**config.mk**
```make
export PLATFORM = sky130hd
export DESIGN_NAME = ccip_tx_flow_scheduler
export DESIGN_NICKNAME = d
export VERILOG_FILES = /design/src/rtl/nic_defs.sv /design/src/rtl/flow_age_tracker.sv /design/src/rtl/ccip_tx_flow_scheduler.sv
export SDC_FILE = /design/constraint.sdc
export NUM_CORES = 1
export LEC_CHECK = 0
export CORE_ASPECT_RATIO = 1.25
export CORE_MARGIN = 3
export CORE_UTILIZATION = 26
export DETAILED_ROUTE_END_ITERATION = 7
export SETUP_SLACK_MARGIN = 0.4
export SYNTH_ARGS = -nofsm -noshare
export SYNTH_HDL_FRONTEND = slang
export SYNTH_SLANG_ARGS = --single-unit
```
**constraint.sdc**
```tcl
create_clock -name clk -period 3.35 [get_ports clk]
set_input_delay 0.335 -clock clk [delete_from_list [all_inputs] [get_ports clk]]
set_output_delay 0.335 -clock clk [all_outputs]
set_load 0.03 [all_outputs]
```
**src/rtl/nic_defs.sv**
```systemverilog
// Shared definitions for the CPU-NIC TX scheduling path:
// scheduler states, burst kinds, CCI-P line-length codes, helpers.
package nic_defs;

  localparam int LMAX_CCIP_BATCH = 2;

  typedef enum logic [1:0] {
    S_IDLE  = 2'd0,
    S_SCAN  = 2'd1,
    S_ISSUE = 2'd2,
    S_GAP   = 2'd3
  } TxSchedState;

  typedef enum logic {
    BURST_FULL  = 1'b0,
    BURST_FLUSH = 1'b1
  } TxBurstType;

  typedef enum logic [1:0] {
    eCL_LEN_1 = 2'b00,
    eCL_LEN_2 = 2'b01,
    eCL_LEN_4 = 2'b11
  } t_ccip_clLen;

  function automatic int occ_width(input int lfifo_depth);
    return lfifo_depth + 1;
  endfunction

  function automatic t_ccip_clLen cl_len_of(input logic [1:0] bsz);
    t_ccip_clLen r;
    unique case (bsz)
      2'd0:    r = eCL_LEN_1;
      2'd1:    r = eCL_LEN_2;
      default: r = eCL_LEN_4;
    endcase
    return r;
  endfunction

endpackage

```
**src/rtl/flow_age_tracker.sv**
```systemverilog
// Per-flow age counter: saturating cycle count since the flow was last
// empty/served. Ports: clk, resetn, clr, flush_timeout in; expired out.
module flow_age_tracker #(
  parameter int TIMEOUT_W = 16
) (
  input  logic                 clk,
  input  logic                 resetn,
  input  logic                 clr,
  input  logic [TIMEOUT_W-1:0] flush_timeout,
  output logic                 expired
);

  logic [TIMEOUT_W-1:0] age_q;

  always_ff @(posedge clk) begin
    if (!resetn) begin
      age_q <= '0;
    end else if (clr) begin
      age_q <= '0;
    end else if (age_q != '1) begin
      age_q <= age_q + TIMEOUT_W'(1);
    end
  end

  // A zero threshold disables flushing entirely.
  assign expired = (flush_timeout != '0) &&
                   (age_q >= flush_timeout);

endmodule

```
**src/rtl/ccip_tx_flow_scheduler.sv**
```systemverilog
// Round-robin batch scheduler: scans flow FIFO fill levels, issues
// full-batch or age-flush pop bursts, gated by CCI-P TX almost-full.
// In: clk, resetn, start, number_of_flows, l_batch_size, flush_timeout,
//     ccip_almost_full, flow_occupancy.
// Out: pop_en, grant_*, busy, stat_flush_cnt.
module ccip_tx_flow_scheduler
  import nic_defs::*;
#(
  parameter int LMAX_NUM_OF_FLOWS = 1,
  parameter int LFIFO_DEPTH       = 3,
  parameter int TIMEOUT_W         = 16
) (
  input  logic                         clk,
  input  logic                         resetn,
  input  logic                         start,
  input  logic [LMAX_NUM_OF_FLOWS-1:0] number_of_flows,
  input  logic [LMAX_CCIP_BATCH-1:0]   l_batch_size,
  input  logic [TIMEOUT_W-1:0]         flush_timeout,
  input  logic                         ccip_almost_full,
  input  logic [(2**LMAX_NUM_OF_FLOWS)*(LFIFO_DEPTH+1)-1:0] flow_occupancy,
  output logic [(2**LMAX_NUM_OF_FLOWS)-1:0] pop_en,
  output logic                         grant_valid,
  output logic [LMAX_NUM_OF_FLOWS-1:0] grant_flow_id,
  output logic [1:0]                   grant_cl_len,
  output logic                         grant_sop,
  output logic                         grant_eop,
  output logic                         busy,
  output logic [31:0]                  stat_flush_cnt
);

  localparam int MAX_FLOWS = 2**LMAX_NUM_OF_FLOWS;
  localparam int OW        = occ_width(LFIFO_DEPTH);
  localparam int FW        = LMAX_NUM_OF_FLOWS;

  TxSchedState state_q, state_d;
  TxBurstType  burst_q, burst_d;
  t_ccip_clLen len_q, len_d, cl_d;

  logic [FW-1:0]        rr_q, rr_d;
  logic [FW-1:0]        flow_q, flow_d;
  logic [1:0]           left_q, left_d;
  logic [MAX_FLOWS-1:0] pop_d;
  logic                 gv_d, sop_d, eop_d;
  logic [FW-1:0]        fid_d;
  logic                 stat_inc;

  logic [OW-1:0]        occ [MAX_FLOWS];
  logic [MAX_FLOWS-1:0] expired;

  for (genvar i = 0; i < MAX_FLOWS; i++) begin : g_flow
    logic in_svc;
    logic out_rng;
    logic empty;

    assign occ[i]  = flow_occupancy[i*OW +: OW];
    assign in_svc  = (state_q == S_ISSUE) &&
                     (flow_q == FW'(i));
    assign out_rng = FW'(i) > number_of_flows;
    assign empty   = (occ[i] == '0);

    flow_age_tracker #(
      .TIMEOUT_W (TIMEOUT_W)
    ) u_age (
      .clk           (clk),
      .resetn        (resetn),
      .clr           (in_svc | out_rng | empty),
      .flush_timeout (flush_timeout),
      .expired       (expired[i])
    );
  end

  logic [1:0]    bsz_c;
  logic [2:0]    lines;
  logic [FW-1:0] cur_f;
  logic [FW-1:0] nxt_f;
  logic [OW-1:0] occ_f;
  logic          full_ok;
  logic          flush_ok;

  // A pointer left above a lowered flow count restarts at flow 0.
  assign bsz_c = (32'(l_batch_size) > 2) ? 2'd2
                                         : 2'(l_batch_size);
  assign lines = 3'b001 << bsz_c;
  assign cur_f = (rr_q > number_of_flows) ? '0 : rr_q;
  assign nxt_f = (cur_f == number_of_flows) ? '0
                                            : cur_f + FW'(1);
  assign occ_f = occ[cur_f];

  assign full_ok  = 32'(occ_f) >= 32'(lines);
  assign flush_ok = !full_ok && (occ_f != '0) &&
                    expired[cur_f];

  assign stat_inc = (state_q == S_ISSUE) && grant_sop &&
                    (burst_q == BURST_FLUSH);

  always_comb begin
    state_d = state_q;
    rr_d    = rr_q;
    flow_d  = flow_q;
    burst_d = burst_q;
    len_d   = len_q;
    left_d  = left_q;
    pop_d   = '0;
    gv_d    = 1'b0;
    fid_d   = '0;
    cl_d    = eCL_LEN_1;
    sop_d   = 1'b0;
    eop_d   = 1'b0;
    unique case (state_q)
      S_IDLE: begin
        if (start) state_d = S_SCAN;
      end
      S_SCAN: begin
        if (!start) begin
          state_d = S_IDLE;
        end else begin
          rr_d = nxt_f;
          if ((full_ok || flush_ok) && !ccip_almost_full) begin
            state_d = S_ISSUE;
            flow_d  = cur_f;
            burst_d = full_ok ? BURST_FULL : BURST_FLUSH;
            len_d   = full_ok ? cl_len_of(bsz_c) : eCL_LEN_1;
            left_d  = full_ok ? 2'(lines - 3'd1) : 2'd0;
            pop_d[cur_f] = 1'b1;
            gv_d    = 1'b1;
            fid_d   = cur_f;
            cl_d    = len_d;
            sop_d   = 1'b1;
            eop_d   = (left_d == 2'd0);
          end
        end
      end
      S_ISSUE: begin
        // Bursts run to completion; start/almost-full are ignored.
        if (grant_eop) begin
          state_d = S_GAP;
        end else begin
          left_d        = left_q - 2'd1;
          pop_d[flow_q] = 1'b1;
          gv_d          = 1'b1;
          fid_d         = flow_q;
          cl_d          = len_q;
          eop_d         = (left_q == 2'd1);
        end
      end
      S_GAP: begin
        // Lets the FIFO count catch up with the last pop.
        state_d = start ? S_SCAN : S_IDLE;
      end
      default: state_d = S_IDLE;
    endcase
  end

  always_ff @(posedge clk) begin
    if (!resetn) begin
      state_q        <= S_IDLE;
      rr_q           <= '0;
      flow_q         <= '0;
      burst_q        <= BURST_FULL;
      len_q          <= eCL_LEN_1;
      left_q         <= '0;
      pop_en         <= '0;
      grant_valid    <= 1'b0;
      grant_flow_id  <= '0;
      grant_cl_len   <= '0;
      grant_sop      <= 1'b0;
      grant_eop      <= 1'b0;
      stat_flush_cnt <= '0;
    end else begin
      state_q        <= state_d;
      rr_q           <= rr_d;
      flow_q         <= flow_d;
      burst_q        <= burst_d;
      len_q          <= len_d;
      left_q         <= left_d;
      pop_en         <= pop_d;
      grant_valid    <= gv_d;
      grant_flow_id  <= fid_d;
      grant_cl_len   <= cl_d;
      grant_sop      <= sop_d;
      grant_eop      <= eop_d;
      stat_flush_cnt <= stat_flush_cnt + 32'(stat_inc);
    end
  end

  assign busy = (state_q != S_IDLE);

endmodule

```
Word-level counts from Yosys, hierarchy flattened
Cells that the tools add are included.
- output and inout bits: 41
- logic and storage cells: 131
- register bits after elaboration: 81
- shifts and indexed selects: 1
- multiplexer cells: 46
- add/sub/neg operators: 6
- bitwise logic cells: 7
- equal/unequal tests: 14
- order comparisons: 12
- reduce and logical (&&, ||, !) cells: 30
- operator list (kind ; count):
    $add 16x1->16 const B ; 2
    $add 32x1->32 ; 1
    $ge 16x16->1 ; 2
    $mux 2 ; 16
    $ne 16x16->1 const B ; 2
    $mux 1 ; 17
    $pmux 2 s2 ; 4
    $reduce_bool 16->1 ; 1
    $mux 4 ; 3
    $logic_and 1x1->1 ; 11
    $ne 2x2->1 const B ; 5
    $logic_not 4->1 ; 2
    $pmux 2 s4 ; 1
    $eq 2x1->1 const B ; 3
    $logic_not 2->1 ; 3
    $pmux 1 s2 ; 3
    $reduce_and 3->1 ; 2
    $eq 2x2->1 const B ; 2
    $ge 4x3->1 ; 1
    $lt 1x2->1 const B ; 2
    $or 1x1->1 ; 4
    $reduce_and 2->1 ; 2
    $reduce_and 4->1 ; 1
    $reduce_bool 2->1 ; 2
    17 further kinds ; 24

Depth between registers and ports, before layout
- depth in word-level cells: 15
- mapped depth: 13
- depth with buffers taken out: 13

By module
Synthesis repeated with hierarchy kept, for this count alone.
- cells, all modules: 569
- area total of the unflattened synthesis: 4795.8 um2
- by module, submodules not included (module ; instances ; cells each ; area each (um2)):
    ccip_tx_flow_scheduler ; 1 ; 273 ; 2438.6
    flow_age_tracker ; 2 ; 148 ; 1178.6

Worst setup path after synthesis
OpenSTA, ideal clock, no wires.
- path kind: reg-to-reg
- start point: reg state_q[0]
- end point: reg stat_flush_cnt[31]
- cell stages (with the launch flop): 13
- arrival: 2538 ps
- clock period less this slack: 2653 ps
- required time: 3235 ps
- setup slack: 697 ps
- path through: dfxtp_1 > inv_1 > ha_1 > and3_1 > ha_1 > nand3_2 > or3_4 > nor2_4 > nand4_2 > nor3_2 > nand4_1 > xnor2_1 > and2_1
- cells in the longest elaborated chain, start to end: 4
- ends and longest elaborated chain (what ; RTL line ; RTL):
    start: declaration ; ccip_tx_flow_scheduler.sv:35 ; TxSchedState state_q, state_d;
    start signal: assignment ; ccip_tx_flow_scheduler.sv:170 ; state_q <= state_d;
    $eq 2x2->1 ; ccip_tx_flow_scheduler.sv:93 ; assign stat_inc = (state_q == S_ISSUE) && grant_sop &&
    $logic_and 1x1->1 (2 in series) ; ccip_tx_flow_scheduler.sv:93 ;
    $add 32x1->32 ; ccip_tx_flow_scheduler.sv:182 ; stat_flush_cnt <= stat_flush_cnt + 32'(stat_inc);
    end signal: assignment ; ccip_tx_flow_scheduler.sv:182 ;
    end: declaration ; ccip_tx_flow_scheduler.sv:28 ; output logic [31:0] stat_flush_cnt
No other way between the ends.
A chain may end at the register's enable or synchronous reset.

Worst setup path in the final report
- start point: reg state_q[0]
- end point: reg stat_flush_cnt[28]
Same word-level chain as after synthesis.

==> impl_metrics.tcl <==
set metrics [dict create \
    clock_sinks 80 \
    drv_slew 0 \
    cp_slowest_cell "dfxtp_2" \
    syn_inst 517 \
    async_flop_share_pct 0 \
    comb_power_share_pct 13.8 \
    wl_per_cell_um 13.5 \
    yosys.area_share.xor_xnor_pct 8.64 \
    numCtsBuffers 9 \
    grt_pass1_wl_um 18900 \
    synth_compound_area_share_pct 11.6 \
    fp.dieH_um 154 \
    hold_violations 0 \
    initial_core_util_pct 26.8 \
    seq_area_frac_synth_pct 35.1 \
    swShare_pct 25.1 \
    synthAdderAreaFrac_pct 12.6 \
    drive_gt1_share_pct 7.48 \
    path_class "flop to flop" \
    power_switching_w 0.000595 \
    p_clk_share_pct 44.2 \
    yosysMostFrequentCell "dfxtp_1" \
    cp_common_cell "ha_1" \
    first_global_vias 3837 \
    viasPerCell 4.64 \
    placed_area_sq_um 5550 \
    drc 0 \
    final_nets 674 \
    hold_path.class "flop to flop" \
    fin_crit_sh_pct 82.7 \
    drt-pass1-iter-count 4 \
    crit_path_end_kind "flop" \
    setup_viol 0 \
    maxCapViolations 0 \
    p_int_w 0.00178 \
    synth_nets 594 \
    grt_max_degree 43 \
    gr-total-overflow 0 \
    dieArea_sq_um 19200 \
    synth.largest_area_cell "dfxtp_1" \
    synth_cell_type_count 60 \
    crit_buf_inv 1 \
    cts_tree "built" \
    ioPinCount 72 \
    rsz0062_at_grt "false" \
    root_buffer "clkbuf_16" \
    ir_worst_vdd_uv 218 \
    synth_warnings 0 \
    drtAntennaViolNets 0 \
    dieWidth_um 124 \
    num_rows 53 \
    startpoint_type "flop" \
    synth-edff-count 0 \
    cp_cell_sequence "inv_2, ha_1, and3_1, ha_1, ha_2, nand2_1, nor4_4, and4_1, and2b_2, and2b_1, nand4_1, xnor2_1, and2_1" \
    fin_util_pct 34.6 \
    num_vias 3815 \
    critPathTopFamily "simple AND/OR/NAND/NOR gates" \
    synth_area_leaders "dfxtp_1 35%, ha_1 13%, xnor2_1 4.6%" \
    finalPower_w 0.00238 \
    core_sq_um 17000 \
    synth_area_sq_um 4560 \
    fin_area_sq_um 5900 \
    status "finished clean" \
    setup_tns_ns 0 \
    cts_buffer_depth 2 \
    area_growth_pct 29.3 \
    gp_congestion 0.853 \
    synthSimpleGateAreaFrac_pct 26.1 \
    critPathMaxFanout 6 \
    synth-main-ff-cell "dfxtp_1" \
    grt_antenna_before_repair 0 \
    cp.arrival_ns 3.01 \
    fmax_mhz 361 \
    dpl.hpwl_um 8460 \
    diodes 0 \
    synth.ff_latch_count 80 \
    tightestPinTransition_ns 0.553 \
    cts_hold_buf 0 \
    period_minus_slack_ns 2.77 \
    p_leak_nw 2.33 \
    io_buffers 71 \
    clk_pin_slew_ns 0.07 \
    htree_levels 3 \
    track_usage_pct 12.0 \
    clk_latency_ns 0.34 \
    seqPwrFrac_pct 42.0 \
    synth_common_cells "80 x dfxtp_1, 49 x nor2_1, 46 x ha_1" \
    synth_top_family_by_area "simple AND/OR/NAND/NOR gates" \
    syn_avg_cell_area_sq_um 8.82 \
    drtIter0Drc 148 \
    slowest_delay_ns 0.35 \
    synth_mux_area_share_pct 2.69 \
    yosysTopAreaCellShare_pct 35.1 \
    powerDensity_nw_per_um2 403 \
    wirelength_um 11100 \
    crit_required_ns 3.59 \
    relSlewSlack_pct 63.0 \
    finClkSkew_ns 0.00847 \
]
## power by group through the flow
stage / Sequential, W / Clock, W / Combinational (W)
4_1_cts: 0.000996 / 0.00109 / 0.000329
3_5_place_dp: 0.00102 / 0 / 0.000327
3_3_place_gp: 0.00102 / 0 / 0.000326
5_1_grt: 0.00100 / 0.00114 / 0.000367
6_report: 0.000999 / 0.00105 / 0.000327
2_1_floorplan: 0.00102 / 0 / 0.000211
## cell families after synthesis
family                   count (synthesis)
adder cells (fa/ha/maj)                 46
flip-flops                              80
buffers and inverters                   38
AND/OR/NAND/NOR                        221
AO/OA/AOI/OAI                           76
multiplexers                            11
XOR/XNOR                                45
## final timing paths
kind | from | end | slack [ns] | cells past startpoint
hold / removal | g_flow[0].u_age.age_q[1] | g_flow[0].u_age.age_q[1] | 0.51 | 2
setup / recovery | state_q[0] | stat_flush_cnt[28] | 0.58 | 13
setup reg to reg | state_q[0] | stat_flush_cnt[28] | 0.58 | 13
hold reg to reg | g_flow[0].u_age.age_q[1] | g_flow[0].u_age.age_q[1] | 0.51 | 2
## registers in the layout, indices dropped and copies added, names as in the netlist, 2 cells and up, named ones only
name,cells
grant_cl_len,2
g_flow.u_age.age_q,32
stat_flush_cnt,32
pop_en,2
len_q,2
left_q,2
## area by class of cell
class / count / area [sq um]
Tap cell: 220 / 275
Multi-Input combinational cell: 399 / 2830
Clock buffer: 11 / 233
Timing Repair Buffer: 78 / 763
Clock inverter: 5 / 81.3
Inverter: 29 / 109
Sequential cell: 80 / 1600
Fill cell: 1736 / 11100
## worst reg2reg max path, delay by kind of cell, from the launching register on
family / cells / cell delay [ns]
xor gates and xnor gates: 1 / 0.14
buffers and inverters: 1 / 0.08
adders and majority gates: 3 / 0.58
and+or+nand+nor: 8 / 1.51
DFF: 1 / 0.35
## per-stage QoR
step	worst slack (ns)	hold slack, ns	instances
final	0.579	0.508	822
after global routing	0.394	0.536	822
after CTS	0.439	0.516	821
after detailed placement	0.313	0.500	805
after global placement	0.338	0.495	805
after floorplan	0.697	0.449	517
## metal layers
layer | part of all wire [%] | global-route usage (%) | vias to the layer above
met3 | 7.5 | 5.11 | 16
li1 | - | - | 1975
met5 | 0 | 0 | -
met2 | 44 | 19.2 | 92
met1 | 46 | 14.4 | 1732
met4 | 2.0 | 4.44 | 0
## repair_timing
action	4_1_cts	5_1_grt
endpoints found under the setup margin	0	6
buffers inserted	0	1
gates resized for setup	0	7
endpoints found under the hold margin	0	0
## cells in the final DEF (no fill, tap or decap), drive strengths merged, types with 3 or more instances in the layout
cell type,count
buf,7
mux2,4
a211oi,7
a21oi,23
o21ai,17
nand2,45
and2,30
nor2,50
and4,7
nand4,15
nor3,6
nor3b,5
and3,8
dfxtp,80
inv,29
clkbuf,11
clkdlybuf4s50,71
nor2b,11
xor2,21
xnor2,24
or3,8
a21boi,4
a22oi,3
mux2i,7
nand3,21
ha,46
a31oi,3
nor4,7
(Power assumes the default switching activity.)
